## config.mk

```make
export PLATFORM = sky130hd
export DESIGN_NAME = conv_sched
export DESIGN_NICKNAME = d
export VERILOG_FILES = /design/src/rtl/conv_pkg.sv /design/src/rtl/conv_tag_fifo.sv /design/src/rtl/conv_sched.sv
export SDC_FILE = /design/constraint.sdc
export NUM_CORES = 1
export LEC_CHECK = 0
export ABC_AREA = 1
export CAP_MARGIN = 20
export CORE_MARGIN = 2
export CORE_UTILIZATION = 30
export CTS_CLUSTER_DIAMETER = 150
export DETAILED_ROUTE_END_ITERATION = 10
export PLACE_DENSITY = 0.46
export SYNTH_ARGS = -nofsm -noshare
export SYNTH_HDL_FRONTEND = slang
export SYNTH_HIERARCHICAL = 1
export SYNTH_SLANG_ARGS = --single-unit
```

## constraint.sdc

```tcl
create_clock -name clk -period 4.4 [get_ports clk]
set_clock_uncertainty 0.1 [all_clocks]
set_input_delay 1.1 -clock clk [delete_from_list [all_inputs] [get_ports clk]]
set_output_delay 1.1 -clock clk [all_outputs]
set_load 0.02 [all_outputs]
```

## src/rtl/conv_pkg.sv

```systemverilog
// Shared constants and state encoding for the 3x3 convolution sequencer.
package conv_pkg;

    localparam int OUT_H = 6;
    localparam int OUT_W = 6;
    localparam int CNT_W = 3;
    localparam int TAG_W = 2 * CNT_W;

    typedef enum logic [1:0] {
        IDLE  = 2'd0,
        ISSUE = 2'd1,
        DRAIN = 2'd2,
        FIN   = 2'd3
    } state_e;

endpackage

```

## src/rtl/conv_tag_fifo.sv

```systemverilog
// Show-ahead tag FIFO holding the coordinates of in-flight window requests.
module conv_tag_fifo #(
    parameter int DEPTH = 4,
    parameter int WIDTH = 6
) (
    input  logic                       clk,
    input  logic                       rst_n,
    input  logic                       push_i,
    input  logic [WIDTH-1:0]           data_i,
    input  logic                       pop_i,
    output logic [WIDTH-1:0]           head_o,
    output logic                       full_o,
    output logic                       empty_o,
    output logic [$clog2(DEPTH+1)-1:0] count_o
);
    import conv_pkg::*;

    localparam int PTR_W = $clog2(DEPTH);
    localparam int CW    = $clog2(DEPTH + 1);

    logic [WIDTH-1:0] mem_q [DEPTH];
    logic [PTR_W-1:0] wr_q, wr_d, rd_q, rd_d;
    logic [CW-1:0]    cnt_q, cnt_d;
    logic             doPush, doPop;

    assign full_o  = (cnt_q == CW'(DEPTH));
    assign empty_o = (cnt_q == '0);
    assign count_o = cnt_q;
    assign head_o  = mem_q[rd_q];

    // A push into a full FIFO is allowed only when the head leaves in the same cycle.
    always_comb begin
        doPush = push_i && (!full_o || pop_i);
        doPop  = pop_i && !empty_o;
        wr_d   = doPush ? wr_q + PTR_W'(1) : wr_q;
        rd_d   = doPop  ? rd_q + PTR_W'(1) : rd_q;
        cnt_d  = cnt_q;
        if (doPush && !doPop) begin
            cnt_d = cnt_q + CW'(1);
        end else if (doPop && !doPush) begin
            cnt_d = cnt_q - CW'(1);
        end
    end

    always_ff @(posedge clk) begin
        if (doPush) begin
            mem_q[wr_q] <= data_i;
        end
    end

    always_ff @(posedge clk) begin
        if (!rst_n) begin
            wr_q  <= '0;
            rd_q  <= '0;
            cnt_q <= '0;
        end else begin
            wr_q  <= wr_d;
            rd_q  <= rd_d;
            cnt_q <= cnt_d;
        end
    end

endmodule

```

## src/rtl/conv_sched.sv

```systemverilog
// Raster-order window request sequencer for the slow 3x3 convolution path.
module conv_sched #(
    parameter int OUT_H = conv_pkg::OUT_H,
    parameter int OUT_W = conv_pkg::OUT_W,
    parameter int CNT_W = conv_pkg::CNT_W,
    parameter int DEPTH = 4
) (
    input  logic             clk,
    input  logic             rst_n,
    input  logic             start,
    output logic             win_vld,
    input  logic             win_rdy,
    output logic [CNT_W-1:0] win_row,
    output logic [CNT_W-1:0] win_col,
    input  logic             mac_vld,
    output logic             out_vld_3x3,
    output logic [CNT_W-1:0] r_cnt,
    output logic [CNT_W-1:0] c_cnt,
    output logic             busy,
    output logic             done,
    output logic             err
);
    import conv_pkg::*;

    localparam int TAGW   = 2 * CNT_W;
    localparam int TOTAL  = OUT_H * OUT_W;
    localparam int RES_W  = $clog2(TOTAL + 1);
    localparam int CNTF_W = $clog2(DEPTH + 1);

    state_e            state_q, state_d;
    logic [CNT_W-1:0]  row_q, row_d, col_q, col_d;
    logic [RES_W-1:0]  res_q, res_d;
    logic              err_q, err_d;

    logic              push, pop, fifoFull, fifoEmpty, lastIssue;
    logic [TAGW-1:0]   fifoHead;
    logic [CNTF_W-1:0] fifoCount;

    conv_tag_fifo #(
        .DEPTH (DEPTH),
        .WIDTH (TAGW)
    ) u_tag_fifo (
        .clk     (clk),
        .rst_n   (rst_n),
        .push_i  (push),
        .data_i  ({row_q, col_q}),
        .pop_i   (pop),
        .head_o  (fifoHead),
        .full_o  (fifoFull),
        .empty_o (fifoEmpty),
        .count_o (fifoCount)
    );

    // Issue gating looks at the registered count, so a same-cycle pop cannot reopen a full FIFO.
    always_comb begin
        win_vld   = (state_q == ISSUE) && (fifoCount < CNTF_W'(DEPTH));
        push      = win_vld && win_rdy && !fifoFull;
        pop       = mac_vld && !fifoEmpty;
        lastIssue = (row_q == CNT_W'(OUT_H - 1)) && (col_q == CNT_W'(OUT_W - 1));

        state_d = state_q;
        row_d   = row_q;
        col_d   = col_q;
        res_d   = pop ? res_q + RES_W'(1) : res_q;
        err_d   = err_q || (mac_vld && fifoEmpty);

        case (state_q)
            IDLE: begin
                if (start) begin
                    state_d = ISSUE;
                    row_d   = '0;
                    col_d   = '0;
                    res_d   = '0;
                end
            end
            ISSUE: begin
                if (push) begin
                    if (lastIssue) begin
                        state_d = DRAIN;
                        row_d   = '0;
                        col_d   = '0;
                    end else if (col_q == CNT_W'(OUT_W - 1)) begin
                        col_d = '0;
                        row_d = row_q + CNT_W'(1);
                    end else begin
                        col_d = col_q + CNT_W'(1);
                    end
                end
            end
            DRAIN: begin
                if (pop && (res_q == RES_W'(TOTAL - 1))) begin
                    state_d = FIN;
                end
            end
            FIN: begin
                state_d = IDLE;
            end
            default: begin
                state_d = IDLE;
            end
        endcase
    end

    assign win_row        = row_q;
    assign win_col        = col_q;
    assign out_vld_3x3    = pop;
    assign {r_cnt, c_cnt} = fifoHead;
    assign busy           = (state_q == ISSUE) || (state_q == DRAIN);
    assign done           = (state_q == FIN);
    assign err            = err_q;

    always_ff @(posedge clk) begin
        if (!rst_n) begin
            state_q <= IDLE;
            row_q   <= '0;
            col_q   <= '0;
            res_q   <= '0;
            err_q   <= 1'b0;
        end else begin
            state_q <= state_d;
            row_q   <= row_d;
            col_q   <= col_d;
            res_q   <= res_d;
            err_q   <= err_d;
        end
    end

endmodule
```

Word level (Yosys, flattened, before mapping)
Memories as Yosys holds them, arrays and structs flattened. A register that Yosys moved wholly into a read port is not among the register bits.
Cells that the tools add are included.
- register bits after elaboration: 22
- bits in writable memories: 24
- bits of input ports: 5
- logic and storage cells: 77
- memories kept: 1
- memories (name ; words ; bits a word ; read ports ; clocked after memory_dff ; wr ports ; RTL line ; source):
    u_tag_fifo.mem_q ; 4 ; 6 ; 1 ; 1 ; 1 ; conv_tag_fifo.sv:21 ; logic [WIDTH-1:0] mem_q [DEPTH];
- add/sub/neg operators: 7
- magnitude comparators: 1
- equality and inequality tests: 12
- multiplexer cells: 23
- reductions and logical operators: 25
- operators with widths (kind ; number):
    3-bit 2-to-1 mux ; 9
    6-bit 2-to-1 mux ; 3
    2-bit 2-to-1 mux ; 6
    3-bit case mux with 2 select lines ; 2
    1-bit logical AND ; 11
    3-bit by 1-bit adder with 3-bit output, second input constant ; 3
    3-bit equality test, second input constant ; 3
    2-bit case mux with 4 select lines ; 1
    4-bit AND reduction ; 2
    6-bit by 1-bit adder with 6-bit output, second input constant ; 1
    6-bit equality test, second input constant ; 1
    2-bit inequality test, second input constant ; 3
    2-bit by 1-bit adder with 2-bit output, second input constant ; 2
    2-bit equality test, second input constant ; 2
    1-bit logical NOT ; 4
    2-bit nonzero test ; 2
    3-bit logical NOT ; 1
    1-bit logical OR ; 3
    3-bit < comparator, second input constant ; 1
    3-bit by 2-bit inequality test with 1-bit output, second input constant ; 1
    3-bit AND reduction ; 1
    3-bit by 1-bit subtractor with 3-bit output, second input constant ; 1
    2-bit by 1-bit equality test with 1-bit output, second input constant ; 1
    2-bit logical NOT ; 1
    other kinds (2) ; 3

Longest topological paths before layout
Gate-level depths: netlist (run 1).
- word-level depth: 9
- mapped depth: 17
- depth with buffers taken out: 17

Cells and area by module
The synthesis (run 1) kept the hierarchy.
- by module, submodules not included (module ; times used ; cells each ; area each (um2) ; sequential area each (um2)):
    conv_tag_fifo ; 1 ; 130 ; 1401.3 ; 900.9
    conv_sched ; 1 ; 135 ; 907.1 ; 300.3

Worst setup path before layout (run 1)
Ideal clock, no wire load.
- kind: input to register
- from: input port mac_vld
- to: register u_tag_fifo.cnt_q[2] (netlist: u_tag_fifo/count_o[2])
- data arrival time: 2.741 ns
- required time: 4.187 ns
- slack: 1.446 ns
- stages on the path: 15
- path buffers: 0
- cell sequence: inv_1 -> nor2_2 -> inv_2 -> nand3_2 -> nand2_1 -> inv_1 -> ha_1 -> inv_1 -> fa_1 -> inv_1 -> nand2_1 -> nand3_1 -> nand2_1 -> nand2_1 -> nor2_1
- longest elaborated chain between the ends: 6
- ends and longest elaborated chain (item ; RTL line ; source):
    start: declaration ; conv_sched.sv:15 ; input logic mac_vld,
    1-bit logical AND (*) ; conv_sched.sv:58 ; pop = mac_vld && !fifoEmpty;
    net out_vld_3x3 ; conv_sched.sv:16 ; output logic out_vld_3x3,
    1-bit logical OR (*) ; conv_tag_fifo.sv:33 ; doPush = push_i && (!full_o || pop_i);
    1-bit logical AND (*) ; conv_tag_fifo.sv:33 ;
    net u_tag_fifo.doPush ; conv_tag_fifo.sv:24 ; logic doPush, doPop;
    1-bit logical NOT ; conv_tag_fifo.sv:40 ; end else if (doPop && !doPush) begin
    1-bit logical AND ; conv_tag_fifo.sv:40 ;
    2-bit nonzero test (no line) ; - ;
    end signal: assignment ; conv_tag_fifo.sv:59 ; cnt_q <= cnt_d;
    end: declaration ; conv_tag_fifo.sv:23 ; logic [CW-1:0] cnt_q, cnt_d;
Mark *: on every way through the listed nets, which the timed path passes. The rest lies on a longest branch.
A chain may end at the register's enable or synchronous reset.

Worst setup path after layout (run 1)
- from: input port mac_vld
- to: output port out_vld_3x3
- longest elaborated chain between the ends: 1
- ends and longest elaborated chain (item ; RTL line):
    1-bit logical AND ; conv_sched.sv:58
    end: declaration ; conv_sched.sv:16
Every way passes these cells.

==> results of run 1 <==
==> registers in the layout (all words and copies together), names as in the netlist, named ones only <==
register	cells
err	1
u_tag_fifo/rd_q	2
u_tag_fifo/count_o	3
win_row	3
res_q	6
state_q	2
win_col	3
u_tag_fifo/wr_q	2
u_tag_fifo/mem_q	24
==> cells by family (layout without fill, tap and decap cells) <==
| group | after synthesis | count (layout) | share of synthesized area (%) |
|---|---|---|---|
| AND/OR/NAND/NOR | 122 | 122 | 23.5 |
| flip-flops | 48 | 48 | 52.0 |
| buffers and inverters | 42 | 69 | 7.10 |
| AO/OA/AOI/OAI | 36 | 36 | 8.51 |
| adder cells (fa/ha/maj) | 13 | 13 | 7.37 |
| XOR/XNOR | 4 | 4 | 1.52 |
==> cell usage in the layout, fill, tap and decap left out, types with 7 or more instances in the layout <==
cell,instances
nand3_1,17
clkdlybuf4s50_1,21
o21ai_0,7
o21ai_1,11
nor2_1,48
nand2_1,37
a21oi_1,10
ha_1,12
edfxtp_1,24
dfxtp_1,24
inv_1,35
==> layer usage <==
metal  track usage (%)  up-vias  part of all wire, %
li1                  -      906                    -
met1              13.8      758                   49
met2              19.6       18                   48
met3              2.63        2                  2.6
met4              3.36        0                 0.71
met5                 0        -                    0
==> critical path, stage by stage <==
cell             delay (ns)
clkdlybuf4s50_1        0.47
inv_1                  0.06
nor2_2                 0.10
clkdlybuf4s50_1        0.61
==> cells in the mapped netlist <==
| library cell | count | share of area (%) |
|---|---|---|
| ha_1 | 12 | 6.5 |
| nand2_2 | 6 | 1.6 |
| nor2_4 | 3 | 1.5 |
| nand3_1 | 17 | 3.7 |
| nor3_1 | 6 | 1.3 |
| fa_1 | 1 | 0.87 |
| a21boi_2 | 1 | 0.49 |
| a21oi_1 | 10 | 2.2 |
| o22ai_1 | 6 | 1.6 |
| nor2_2 | 2 | 0.54 |
| o21ai_0 | 7 | 1.5 |
| buf_2 | 2 | 0.43 |
| nand3_2 | 1 | 0.43 |
| o21a_1 | 1 | 0.33 |
| inv_2 | 4 | 0.65 |
| nand2_1 | 37 | 6.0 |
| nor3b_1 | 1 | 0.33 |
| edfxtp_1 | 24 | 31 |
| inv_1 | 35 | 5.7 |
| nand4_1 | 1 | 0.27 |
| dfxtp_1 | 24 | 21 |
| xnor2_1 | 1 | 0.38 |
| o21ai_1 | 11 | 2.4 |
| nor2_1 | 48 | 7.8 |
| buf_4 | 1 | 0.33 |
| xor2_1 | 3 | 1.1 |
==> final cells by class <==
cell class | instances | area share, %
flip-flops and latches | 48 | 44.2
repair buffers | 22 | 8.00
inverters | 39 | 5.38
clock buffers | 5 | 2.53
clock inverters | 3 | 0.690
multi-input cells | 175 | 34.7
well taps | 99 | 4.55
==> power groups by stage <==
stage | Combinational (mW) | Sequential (mW) | Clock, mW
final | 0.630 | 0.632 | 0.259
after CTS | 0.641 | 0.634 | 0.272
after floorplan | 0.450 | 0.631 | 0
after global placement | 0.637 | 0.645 | 0
after detailed placement | 0.638 | 0.644 | 0
after global routing | 0.727 | 0.647 | 0.285
==> final timing paths <==
path                    from                     to  slack [ns]  cells after the start
hold reg to reg          err                    err        0.39                      2
setup / recovery     mac_vld            out_vld_3x3        0.85                      4
setup reg to reg  state_q[1]  u_tag_fifo/count_o[2]        1.79                     17
hold / removal           err                    err        0.39                      2
==> stage by stage <==
stage	power (mW)	cell area, um2
floorplan	1.08	2310
global placement	1.28	2630
detailed placement	1.28	2630
CTS	1.55	2720
global route	1.66	2720
finish	1.52	2720
==> impl_metrics.csv, run 1 <==
group,metric,value,unit
critical_path,crit_path_start_kind,"primary input",
yosys,synth_area,0.00231,mm2
clock_tree,clkSinkCount,48,
min_path,hold_path.class,"flip-flop to flip-flop",
power,vdd_drop_max,0.000229,V
clock_tree,cts_setup_buffers,0,
yosys,synth_fp_nets,283,
run_status,status,"complete, no violations",
critical_path,crit_arrival,2.35,ns
cells_and_area,final_core_util,36.9,%
clock_tree,clkLatencyLatePin,0.30,ns
routing,dr.pass1.iters,4,
power,seqPwrFrac,41.6,%
critical_path,cp_max_fo,2,
clock_tree,postCtsHoldBufs,0,
yosys,ys_seq_elements,48,
placed_design,hpwl,3200,um
floorplan,initial_utilization,31.3,%
critical_path,worstSetupEndpointType,"output pin",
global_routing,grt_usage,11.3,%
power,p_sw,606,uW
clock_tree,cts_resized,0,
power,power.density,559,mW/mm2
clock_tree,cts_tree,"built",
sta,setup_tns,0,ns
global_routing,grt_max_degree,16,
cells_and_area,multi_input_area,943,um2
sta,timing.final.crit_period,3.55,ns
power,power.internal,915,uW
yosys,synth_cell_type_count,26,
placed_design,io_buffers,21,
routing,avgViaCountPerCell,4.31,
routing,drc,0,
placed_design,finalWeightedCongestion,0.736,
clock_tree,ctsRootBufferMaster,"clkbuf_8",
sta,setup_viol,0,
cells_and_area,syn_to_final_growth,17.8,%
floorplan,die_y,91.7,um
floorplan,num_rows,31,
floorplan,die_area,0.00841,mm2
clock_tree,cts_buffers,5,
global_routing,antenna_found_initial,0,
sta,hold_viol_final,0,
critical_path,worstSetupPathType,"primary input to output pin",
critical_path,cp.required,3.20,ns
global_routing,grt-ovfl-total,0,
clock_tree,clk_path_buf_depth,2,
cells_and_area,layoutNonFillerInstCount,391,
floorplan,core_area,0.00737,mm2
sta,rsz0062_at_grt,"no",
routing,routedWlPerCell,11.2,um
cells_and_area,seqCellArea,0.00120,mm2
job,cap_violations,0,
routing,wl,4370,um
power,p_comb_share,41.4,%
global_routing,grt_pass1_vias,1644,
yosys,yosysWarnings,6,
floorplan,boundaryPins,22,
cells_and_area,n_fill_cell,794,
routing,final_antenna_net_count,0,
power,p_clk_share,17.0,%
yosys,synth_seq_area_share,52.0,%
sta,tightest_slew,0.698,ns
routing,num_vias,1684,
sta,clock.fmax,282,MHz
placed_design,place_ws,0.834,ns
placed_design,placedCellCount,383,
routing,drt_iter0_drc,48,
yosys,syn_area_per_cell,8.71,um2
cells_and_area,drive_above_1_share,8.56,%
sta,slew_headroom,53.3,%
cells_and_area,fin_nets,309,
power,p_leak,1.05,nW
cells_and_area,n_antenna_cell,0,
sta,whs,0.393,ns
power,p_sw_share,39.8,%
sta,setup_ws,0.853,ns
clock_tree,cts.clk_slew.worst_paths,0.08,ns
global_routing,grt_first_pass_wirelength,7590,um
sta,fin_crit_sh,80.6,%
clock_tree,htree_levels,2,
sta,maxSlewViolCount,0,
yosys,synthCells,265,
floorplan,dieWidth,91.7,um
Note: power is estimated with default switching activity, not from simulation.
==> run 2: changes to the inputs <==
PLACE_DENSITY = 0.48   (was 0.46)
clock period = 3.1 ns   (was 4.4 ns; I/O delays follow)
==> run 2 against run 1 <==
Effect of this change:
- first-iteration DRC count is 27% higher
- routed wire length grew 2.5%
- count of clock-buffer cells in the layout stayed put
- critical path depth is the same
- critical path type unchanged
- via count grew 3.3%
- setup slack got worse by 0.70 ns
- core utilization is 1.6 points higher
- non-clock buffer count grew 9
- largest power group is now combinational logic
- sequential share of layout area down 1.8 points
- design area grew 4.3%
==> impl_metrics.csv, run 2 (synthesized netlist as in run 1, its figures left out) <==
group,metric,value,unit
run_status,status,"complete, no violations",
cells_and_area,reg_top3,"u_tag_fifo/mem_q x24, res_q x6",
cells_and_area,final_core_util,38.5,%
global_routing,grt_max_degree,17,
routing,final_antenna_net_count,0,
floorplan,die_area,0.00841,mm2
cells_and_area,layout_commonest_cell,"nor2_1",
routing,dr.pass1.iters,4,
global_routing,antenna_found_initial,0,
global_routing,grt_pass1_vias,1670,
clock_tree,clk_path_buf_depth,2,
clock_tree,clkSinkCount,48,
clock_tree,clkLatencyLatePin,0.30,ns
power,power.density,833,mW/mm2
critical_path,cp_max_fo,3,
floorplan,dieWidth,91.7,um
sta,clock.fmax,339,MHz
critical_path,crit_arrival,2.08,ns
cells_and_area,fin_area,0.00284,mm2
placed_design,place_ws,0.144,ns
floorplan,initial_utilization,31.3,%
cells_and_area,syn_to_final_growth,22.9,%
job,cap_violations,0,
placed_design,finalWeightedCongestion,0.763,
critical_path,worstSetupEndpointType,"output pin",
sta,setup_ws,0.150,ns
sta,setup_viol,0,
routing,routedWlPerCell,11.2,um
cells_and_area,drive_above_1_share,11.6,%
critical_path,crit_path_start_kind,"primary input",
critical_path,worstSetupPathType,"primary input to output pin",
sta,whs,0.408,ns
global_routing,grt_first_pass_wirelength,7690,um
cells_and_area,seqCellArea,0.00120,mm2
power,vdd_drop_max,0.000320,V
clock_tree,cts.clk_slew.worst_paths,0.09,ns
clock_tree,postCtsHoldBufs,0,
routing,drt_iter0_drc,61,
floorplan,num_rows,31,
sta,maxSlewViolCount,0,
clock_tree,cts_resized,0,
sta,hold_viol_final,0,
clock_tree,ctsRootBufferMaster,"clkbuf_8",
cells_and_area,largest_reg_flops,24,
power,p_leak,1.13,nW
clock_tree,htree_levels,2,
floorplan,core_area,0.00737,mm2
cells_and_area,multi_input_area,943,um2
cells_and_area,layoutNonFillerInstCount,400,
cells_and_area,n_fill_cell,761,
sta,timing.final.crit_period,2.95,ns
routing,drc,0,
sta,fin_crit_sh,95.2,%
cells_and_area,n_antenna_cell,0,
cells_and_area,layout_common_cells,"nor2_1 (48), nand2_1 (37), inv_1 (35)",
clock_tree,cts_buffers,5,
global_routing,grt_usage,11.3,%
routing,wl,4480,um
routing,avgViaCountPerCell,4.35,
power,finalPower,2.36,mW
sta,setup_tns,0,ns
clock_tree,cts_setup_buffers,0,
cells_and_area,regMostFlops,"u_tag_fifo/mem_q",
placed_design,placedCellCount,392,
placed_design,io_buffers,21,
placed_design,hpwl,3320,um
routing,num_vias,1740,
floorplan,die_y,91.7,um
sta,rsz0062_at_grt,"no",
global_routing,grt-ovfl-total,0,
sta,slew_headroom,67.7,%
floorplan,boundaryPins,22,
sta,tightest_slew,0.481,ns
critical_path,cp.required,2.22,ns
clock_tree,cts_tree,"built",
min_path,hold_path.class,"flip-flop to flip-flop",
cells_and_area,fin_nets,318,
placed_design,placed_cell_area,0.00270,mm2
-- run 2: cell types whose count changed in the layout (fill, tap and decap cells not counted) --
cell | before | now
inv_6 | 0 | 1
clkinv_1 | 1 | 0
buf_4 | 1 | 10
clkinvlp_4 | 2 | 0
bufinv_16 | 0 | 2
-- run 2: final timing paths --
kind	endpoint	startpoint	depth (start not counted)	slack, ns
min	err	err	2	0.41
max reg2reg	u_tag_fifo/count_o[2]	state_q[1]	17	0.60
max	out_vld_3x3	mac_vld	4	0.15
min reg2reg	err	err	2	0.41
-- run 2: critical path: stages --
cell             delay [ns]
clkdlybuf4s50_1        0.47
inv_1                  0.06
nor2_2                 0.14
clkdlybuf4s50_1        0.63
-- run 2: report_power, final --
part           leakage, nW  internal, mW  switching [mW]  total [mW]
Combinational        0.646         0.387           0.553       0.940
Sequential           0.415         0.776           0.103       0.879
Clock               0.0687         0.325           0.220       0.545
-- run 2: final cells by class --
type / instances / area share (%)
multi-input combinational: 175 / 33.2
clock buffer: 5 / 2.43
tap: 99 / 4.37
timing repair buffer: 31 / 10.1
inverter: 39 / 5.16
clock inverter: 3 / 2.43
sequential: 48 / 42.3
-- run 2: per-layer routing --
layer | track usage [%] | vias up | wire, um | part of all wire [%]
li1 | - | 927 | - | -
met1 | 14.4 | 779 | 2190 | 49
met2 | 19.1 | 29 | 2080 | 46
met3 | 2.05 | 5 | 151 | 3.4
met4 | 4.10 | 0 | 52 | 1.2
met5 | 0 | - | 0 | 0
==> run 3: changes to the inputs <==
CORE_MARGIN = default   (was 2)
==> run 3 against run 2 <==
Effect of this change:
- combinational power fell by 1%
- clock power shrank 17%
- sequential share of layout area rose by 0.57 points
- die area shrank 4.3%
- register-to-register slack barely moved
- sequential cell count stayed put
==> impl_metrics.csv, run 3 (synthesized netlist as in run 1, its figures left out) <==
group,metric,value,unit
critical_path,worstReg2RegStart,"state_q[1]",
global_routing,grt-ovfl-total,0,
routing,final_antenna_net_count,0,
critical_path,ff2ff_setup_slack,0.59,ns
routing,wl_met3,101,um
clock_tree,cts_setup_buffers,0,
sta,rsz0062_at_grt,"no",
routing,avgViaCountPerCell,4.35,
power,power.density,809,mW/mm2
cells_and_area,n_antenna_cell,0,
critical_path,cp_max_fo,3,
cells_and_area,n_fill_cell,770,
run_status,status,"complete, no violations",
cells_and_area,reg_top3,"u_tag_fifo/mem_q x24, res_q x6",
cells_and_area,drive_above_1_share,11.0,%
routing,num_vias,1730,
placed_design,finalWeightedCongestion,0.725,
floorplan,num_rows,31,
routing,wl,4280,um
sta,maxSlewViolCount,0,
sta,hold_viol_final,0,
power,vdd_drop_max,0.000343,V
min_path,hold_path.class,"flip-flop to flip-flop",
critical_path,reg2regPathDepth,17,
cells_and_area,largest_reg_flops,24,
job,cap_violations,0,
global_routing,grt_first_pass_wirelength,7490,um
sta,slew_headroom,68.3,%
critical_path,path_common_cell,"clkdlybuf4s50_1",
global_routing,grt_pass1_vias,1616,
placed_design,hpwl,3190,um
cells_and_area,syn_to_final_growth,21.3,%
floorplan,boundaryPins,22,
clock_tree,clkLatencyLatePin,0.29,ns
floorplan,dieWidth,89.7,um
critical_path,max_stage_delay,0.63,ns
critical_path,cp.required,2.22,ns
floorplan,die_y,89.7,um
routing,drc,0,
sta,tightest_slew,0.472,ns
cells_and_area,final_core_util,38.2,%
clock_tree,cts_tree,"built",
cells_and_area,regMostFlops,"u_tag_fifo/mem_q",
cells_and_area,layout_common_cells,"nor2_1 (48), nand2_1 (37), inv_1 (35)",
global_routing,grt_max_degree,17,
critical_path,worstSetupEndpointType,"output pin",
min_path,min_to,"err",
critical_path,crit_path_start_kind,"primary input",
routing,top_layer,"met4",
clock_tree,cts_buffers,5,
clock_tree,clk_path_buf_depth,2,
routing,dr.pass1.iters,4,
routing,wl_met1,2190,um
clock_tree,htree_levels,2,
sta,clock.fmax,338,MHz
clock_tree,cts_resized,0,
sta,setup_viol,0,
floorplan,core_area,0.00733,mm2
critical_path,crit_chain,"clkdlybuf4s50_1 > inv_1 > nor2_2 > clkdlybuf4s50_1",
clock_tree,postCtsHoldBufs,0,
placed_design,io_buffers,21,
critical_path,crit_arrival,2.09,ns
cells_and_area,layout_commonest_cell,"nor2_1",
critical_path,slowest_stage,"clkdlybuf4s50_1",
sta,fin_crit_sh,95.6,%
sta,timing.final.crit_period,2.96,ns
critical_path,r2r_end,"u_tag_fifo/count_o[2]",
routing,met2RoutedLength,1940,um
global_routing,grt_usage,11.3,%
cells_and_area,fin_nets,316,
sta,setup_tns,0,ns
critical_path,worstSetupPathType,"primary input to output pin",
floorplan,die_area,0.00805,mm2
global_routing,antenna_found_initial,0,
min_path,worstHoldStart,"err",
min_path,min_path_cells,2,
power,p_leak,1.11,nW
routing,routedWlPerCell,10.8,um
clock_tree,ctsRootBufferMaster,"clkbuf_8",
clock_tree,clkSinkCount,48,
clock_tree,cts.clk_slew.worst_paths,0.09,ns
floorplan,initial_utilization,31.5,%
routing,drt_iter0_drc,82,
run 3: cell count changes in the layout (fill, tap and decap cells not counted):
cell,before,now
buf_4,10,8
clkinvlp_4,0,1
bufinv_16,2,1
run 3: how the worst max path moves through the flow:
stage	slack [ns]	endpoint	depth (start not counted)	startpoint
floorplan	0.47	u_tag_fifo/count_o[2]	15	mac_vld
global placement	0.17	out_vld_3x3	4	mac_vld
detailed placement	0.14	out_vld_3x3	4	mac_vld
CTS	0.13	out_vld_3x3	4	mac_vld
global route	0.05	out_vld_3x3	4	mac_vld
finish	0.14	out_vld_3x3	4	mac_vld
run 3: cell type report:
| cell class | instances | area (um2) | area share, % |
|---|---|---|---|
| clock buffer | 5 | 68.8 | 2.46 |
| clock inverter | 3 | 46.3 | 1.65 |
| inverter | 39 | 146 | 5.23 |
| multi-input combinational | 175 | 943 | 33.7 |
| sequential | 48 | 1200 | 42.9 |
| tap | 99 | 124 | 4.42 |
| timing repair buffer | 29 | 270 | 9.65 |
run 3: report_power, final:
part	switching, mW	internal (mW)
Sequential	0.105	0.776
Combinational	0.547	0.383
Clock	0.212	0.243
run 3: worst max-delay path: cells and delay by family:
kind	cells	cell delay (ns)
buffers and inverters	3	1.16
and+or+nand+nor	1	0.15
run 3: stage by stage:
stage | setup WS [ns] | cells | area (um2) | hold WS (ns) | power (mW)
detailed placement | 0.136 | 390 | 2690 | 0.378 | 1.84
CTS | 0.132 | 398 | 2800 | 0.401 | 2.30
global route | 0.0535 | 398 | 2800 | 0.423 | 2.45
floorplan | 0.471 | 265 | 2310 | 0.364 | 1.53
global placement | 0.170 | 390 | 2690 | 0.368 | 1.84
finish | 0.138 | 398 | 2800 | 0.389 | 2.27
run 3: routing by layer:
metal / up-vias / global-route usage, %
li1: 928 / -
met1: 777 / 14.7
met2: 21 / 18.8
met3: 4 / 2.37
met4: 0 / 3.42
met5: - / 0
==> RTL edit 1 (config.mk and constraints of run 3) <==
`OUT_H`: 6 -> 7.
--- a/src/rtl/conv_pkg.sv
+++ b/src/rtl/conv_pkg.sv
@@ -1,7 +1,7 @@
 // Shared constants and state encoding for the 3x3 convolution sequencer.
 package conv_pkg;
 
-    localparam int OUT_H = 6;
+    localparam int OUT_H = 7;
     localparam int OUT_W = 6;
     localparam int CNT_W = 3;
     localparam int TAG_W = 2 * CNT_W;
Formal check against the unedited RTL: no difference found for any inputs over 10 cycles, from zero or initial values and one cycle with rst_n low; that may be too few to reach the edited logic, so the function may still have changed.
==> RTL edit 1 against run 3 <==
  * Routed wire length up 2.9%
  * Worst setup slack improved by 53 ps
  * Final area up 2.5%
  * Largest power group unchanged
  * Synthesized cell count down 2.3%
  * Combinational power grew 4.7%
  * Final cell count decreased by 1.3%
  * Clock power rose by 19%
  * Sequential share of layout area down 1.0 points
  * Register-to-register slack lost 50 ps
  * Synthesized area is 2.0% higher
  * Sequential cell count stayed put
  * Die area up 1.9%
  * Total power is 6.2% higher
  * Global-route usage hardly changed
==> RTL edit 1: results (changes against run 3) <==
| Metric | Value |
|---|---|
| Status | `finished, final reports clean` |
| Post-synthesis compound-gate area fraction | `8.45% (-0.057 points)` |
| CTS sink cnt | `48 (unchanged)` |
| Largest stage delay on the critical path | `610 ps (-20 ps)` |
| Layout cells sized above 1 | `13.6% (+2.6 points)` |
| Slowest-stage cell, CP | `clkdlybuf4s50_1` |
| Dpl hpwl | `3.24 mm (+1.5%)` |
| Inserted Clock Buffers | `5 (unchanged)` |
| Root Buffer | `clkbuf_8` |
| Vias in the first global route | `1541 (-4.6%)` |
| WP data arrival | `2030 ps (-60 ps)` |
| Commonest cells post-synth | `nor2_1 (44), nand2_1 (37), inv_1 (33)` |
| Reg clk slew, reported paths | `80 ps` |
| Leakage | `0.00115 µW (+3.6%)` |
| Initial antenna violation count | `0 (unchanged)` |
| First-pass GRT wire length | `7.42 mm (-1.0%)` |
| Register area share after synthesis | `51.0% (-1.0 points)` |
| Library cells used by synthesis | `32 (+23%)` |
| Warnings, synthesis | `6 (unchanged)` |
| GR Overflow Total | `0 (unchanged)` |
| Top flop regs | `u_tag_fifo/mem_q: 24 flops, res_q: 6 flops` |
| VDD IR max | `0.000347 V (+1.2%)` |
| Post-Layout Cell Count | `393 (-1.3%)` |
| Max FO, Critical Path | `3 (unchanged)` |
| DRT iter0 DRCs | `52 (-37%)` |
| Adder-cell share of the synthesized area | `7.76% (+0.39 points)` |
| WL/cell | `11.2 µm (+4.3%)` |
| All-layer global routing usage | `11.4% (+0.049 points)` |
| CTS Buffer Depth | `2 (unchanged)` |
| Slew headroom | `65.3% (-3.0 points)` |
| FFs w/ async S/R, synth | `0% (unchanged)` |
| Most used DFF post-synth | `edfxtp_1` |
| DR vias/cell | `4.22 (-2.9%)` |
| Area contributors post-synth | `edfxtp_1 (31%), dfxtp_1 (20%), nor2_1 (7.0%)` |
| Nets | `312 (-1.3%)` |
| PortBufs | `21 (unchanged)` |
| Post-CTS Setup Bufs | `0 (unchanged)` |
| Antenna diodes | `0 (unchanged)` |
| Gpl congestion | `0.700 (-3.5%)` |
| 1st-pass router iterations | `4 (unchanged)` |
| Post-synth EDFFs | `24 (unchanged)` |
| Syn_nets | `278 (-1.8%)` |
| Tightest Hold Check Type | `reg2reg` |
| Placed standard-cell area | `2730 µm² (+1.7%)` |
| Skew-Pair Late Insertion Delay | `300 ps` |
| Post-synthesis xor/xnor area fraction | `1.86% (+0.34 points)` |
| Syn Area/Cell | `9.09 µm² (+4.3%)` |
| H-tree Lvls | `2 (unchanged)` |
| Mux share of post-synthesis cell area | `0% (unchanged)` |
-- RTL edit 1: changes by cell type after synthesis, moves of 2 or more --
cell,before,now
nor3_1,6,1
nor2_1,48,44
inv_1,35,33
o21ai_0,7,5
nand3_1,17,14
-- RTL edit 1: cell type report --
type	instances	area, µm²
fill	757	4540
sequential	48	1200
multi-input combinational	170	981
timing repair buffer	30	278
inverter	38	148
tap	99	124
clock buffer	5	68.8
clock inverter	3	68.8
-- RTL edit 1: worst paths after layout --
path,cells after the start,start,slack (ps),end
worst min-delay path,2,err,390,err
worst min register to register,2,err,390,err
worst max-delay path,4,mac_vld,190,out_vld_3x3
worst max register to register,17,state_q[1],540,u_tag_fifo/count_o[2]
-- RTL edit 1: kinds of logic after synthesis --
logic type,after synthesis
AO/OA/AOI/OAI,35
XOR/XNOR,5
adder cells (fa/ha/maj),14
buffers and inverters,41
flip-flops,48
AND/OR/NAND/NOR,116
-- RTL edit 1: critical path: cells and delay by family --
| family | cells | cell delay (ps) |
|---|---|---|
| buffers and inverters | 3 | 1160 |
| AND/OR/NAND/NOR | 1 | 100 |
-- RTL edit 1: stage by stage --
step / total power [µW] / setup slack (ps)
after floorplan: 1590 / 604
after global placement: 1890 / 207
after detailed placement: 1890 / 186
after CTS: 2440 / 181
after global routing: 2590 / 84.5
final: 2410 / 191
-- RTL edit 1: where the power goes --
group	internal [µW]	total (µW)	switching (µW)
Combinational	401	975	574
Sequential	776	889	113
Clock	325	543	218
Total	1500	2410	906
-- RTL edit 1: per-layer routing --
| layer | share of wire (%) | global-route usage [%] |
|---|---|---|
| met5 | 0 | 0 |
| met1 | 52 | 15.2 |
| met4 | 0.73 | 3.63 |
| met2 | 44 | 17.6 |
| met3 | 3.4 | 3.28 |
==> RTL edit 2 (config.mk and constraints of run 3) <==
Made on the original files. `res_q` no longer has a reset.
--- a/src/rtl/conv_sched.sv
+++ b/src/rtl/conv_sched.sv
@@ -114,15 +114,17 @@
             state_q <= IDLE;
             row_q   <= '0;
             col_q   <= '0;
-            res_q   <= '0;
             err_q   <= 1'b0;
         end else begin
             state_q <= state_d;
             row_q   <= row_d;
             col_q   <= col_d;
-            res_q   <= res_d;
             err_q   <= err_d;
         end
     end
 
+    always_ff @(posedge clk) begin
+        res_q <= res_d;
+    end
+
 endmodule
Formal check against the unedited RTL: no difference found for any inputs over 10 cycles, from zero or initial values and one cycle with rst_n low; that may be too few to reach the edited logic, so the function may still have changed.
==> RTL edit 2 against run 3 <==
  * Final area unchanged
  * Count of clock-buffer cells in the layout unchanged
  * Combinational power up 19%
  * Total power is 9.5% higher
  * Core utilization shrank 0.20 points
  * Routed wire length rose by 5.7%
  * Worst setup slack better by 17 ps
  * Sequential cell count is the same
  * Synthesized area rose by 0.22%
  * Largest power group unchanged
  * Highest routed layer unchanged
==> RTL edit 2: results (changes against run 3) <==
| Metric | Value |
|---|---|
| Inserted Clock Buffers | `5 (unchanged)` |
| R2r startpoint | `state_q[1]` |
| R2r worst-path depth | `16 (-1)` |
| Vias in the first global route | `1568 (-3.0%)` |
| Commonest cells post-synth | `nor2_1 (44), inv_1 (43), nand2_1 (43)` |
| H-tree Lvls | `2 (unchanged)` |
| Placed standard-cell area | `2680 µm² (about the same)` |
| Library cells used by synthesis | `27 (+3.8%)` |
| All-layer global routing usage | `11.8% (+0.47 points)` |
| Antenna diodes | `0 (unchanged)` |
| Crit path max-delay family | `buffers and inverters` |
| Post-synthesis compound-gate area fraction | `8.98% (+0.47 points)` |
| Layout cells sized above 1 | `11.0% (-0.037 points)` |
| Largest net degree at the start of global routing | `17 (unchanged)` |
| Crit path time final | `2940 ps (-17.4 ps)` |
| Flip-flop and latch power | `909 µW (+3.2%)` |
| Most used DFF post-synth | `edfxtp_1` |
| Net Sw Power | `1010 µW (+17%)` |
| Via count | `1730 (unchanged)` |
| Area contributors post-synth | `edfxtp_1 (31%), dfxtp_1 (21%), nor2_1 (7.1%)` |
| Sequential Power Share | `36.6% (-2.3 points)` |
| Top flop regs | `u_tag_fifo/mem_q: 24 flops, res_q: 6 flops` |
| Leakage | `0.00114 µW (+3.2%)` |
| Status | `finished, final reports clean` |
| 1st-pass router iterations | `4 (unchanged)` |
| Flop-to-flop setup slack | `620 ps (+30 ps)` |
| Worst-Margin Slew | `514 ps (+42.2 ps)` |
| Syn_nets | `284 (+0.35%)` |
| Skew-Pair Late Insertion Delay | `300 ps` |
| Slowest-stage cell, CP | `clkdlybuf4s50_1` |
| Post-synthesis xor/xnor area fraction | `0.757% (-0.76 points)` |
| CP startpoint | `mac_vld` |
| Nets | `317 (+0.32%)` |
| DRT iter0 DRCs | `58 (-29%)` |
| Syn Area/Cell | `8.70 µm² (-0.16%)` |
| DR vias/cell | `4.34 (-0.25%)` |
| Initial antenna violation count | `0 (unchanged)` |
| Adder-cell share of the synthesized area | `7.36% (-0.016 points)` |
| Clock group share of total power | `18.8% (-1.3 points)` |
| Dpl hpwl | `3.23 mm (+1.3%)` |
| Dpl cells | `391 (+0.26%)` |
| WP data arrival | `2070 ps (-20 ps)` |
| Register area share after synthesis | `51.9% (-0.11 points)` |
| Root Buffer | `clkbuf_8` |
| Tightest Hold Check Type | `reg2reg` |
| Post-CTS Resized | `0 (unchanged)` |
| VDD IR max | `0.000470 V (+37%)` |
| Largest stage delay on the critical path | `610 ps (-20 ps)` |
| Pre-CTS setup slack | `147 ps (+11.4 ps)` |
| Post-synth EDFFs | `24 (unchanged)` |
| Gpl congestion | `0.729 (+0.43%)` |
| WL/cell | `11.3 µm (+5.4%)` |
| First-pass GRT wire length | `7.57 mm (+1.0%)` |
[RTL edit 2: cell types whose count changed after synthesis, moves of 2 or more]
cell            run 3  this run
nand2_1            37        43
a21oi_1            10        14
inv_1              35        43
nor2_1             48        44
nand4_1             1         3
nand3_1            17         9
nor3_1              6         1
[RTL edit 2: cell type report]
type                            instances  area, µm²
Multi-Input combinational cell        168        912
Timing Repair Buffer                   29        270
Inverter                               47        176
Clock buffer                            5       68.8
Tap cell                               99        124
Clock inverter                          3       47.5
Fill cell                             789       4570
Sequential cell                        48       1200
[RTL edit 2: metal layers]
layer  share of wire [%]  vias up  track usage (%)
li1                    -      917                -
met1                  50      789             15.6
met2                  46       20             18.8
met3                 2.3        4             3.13
met4                0.82        0             3.69
met5                   0        -                0
[RTL edit 2: worst min-delay path by stage]
stage	startpoint	end	slack, ps	depth (start not counted)
global route	err	err	420	2
CTS	err	err	390	2
floorplan	res_q[0]	res_q[0]	350	1
global placement	err	err	370	2
finish	err	err	400	2
detailed placement	err	err	370	2
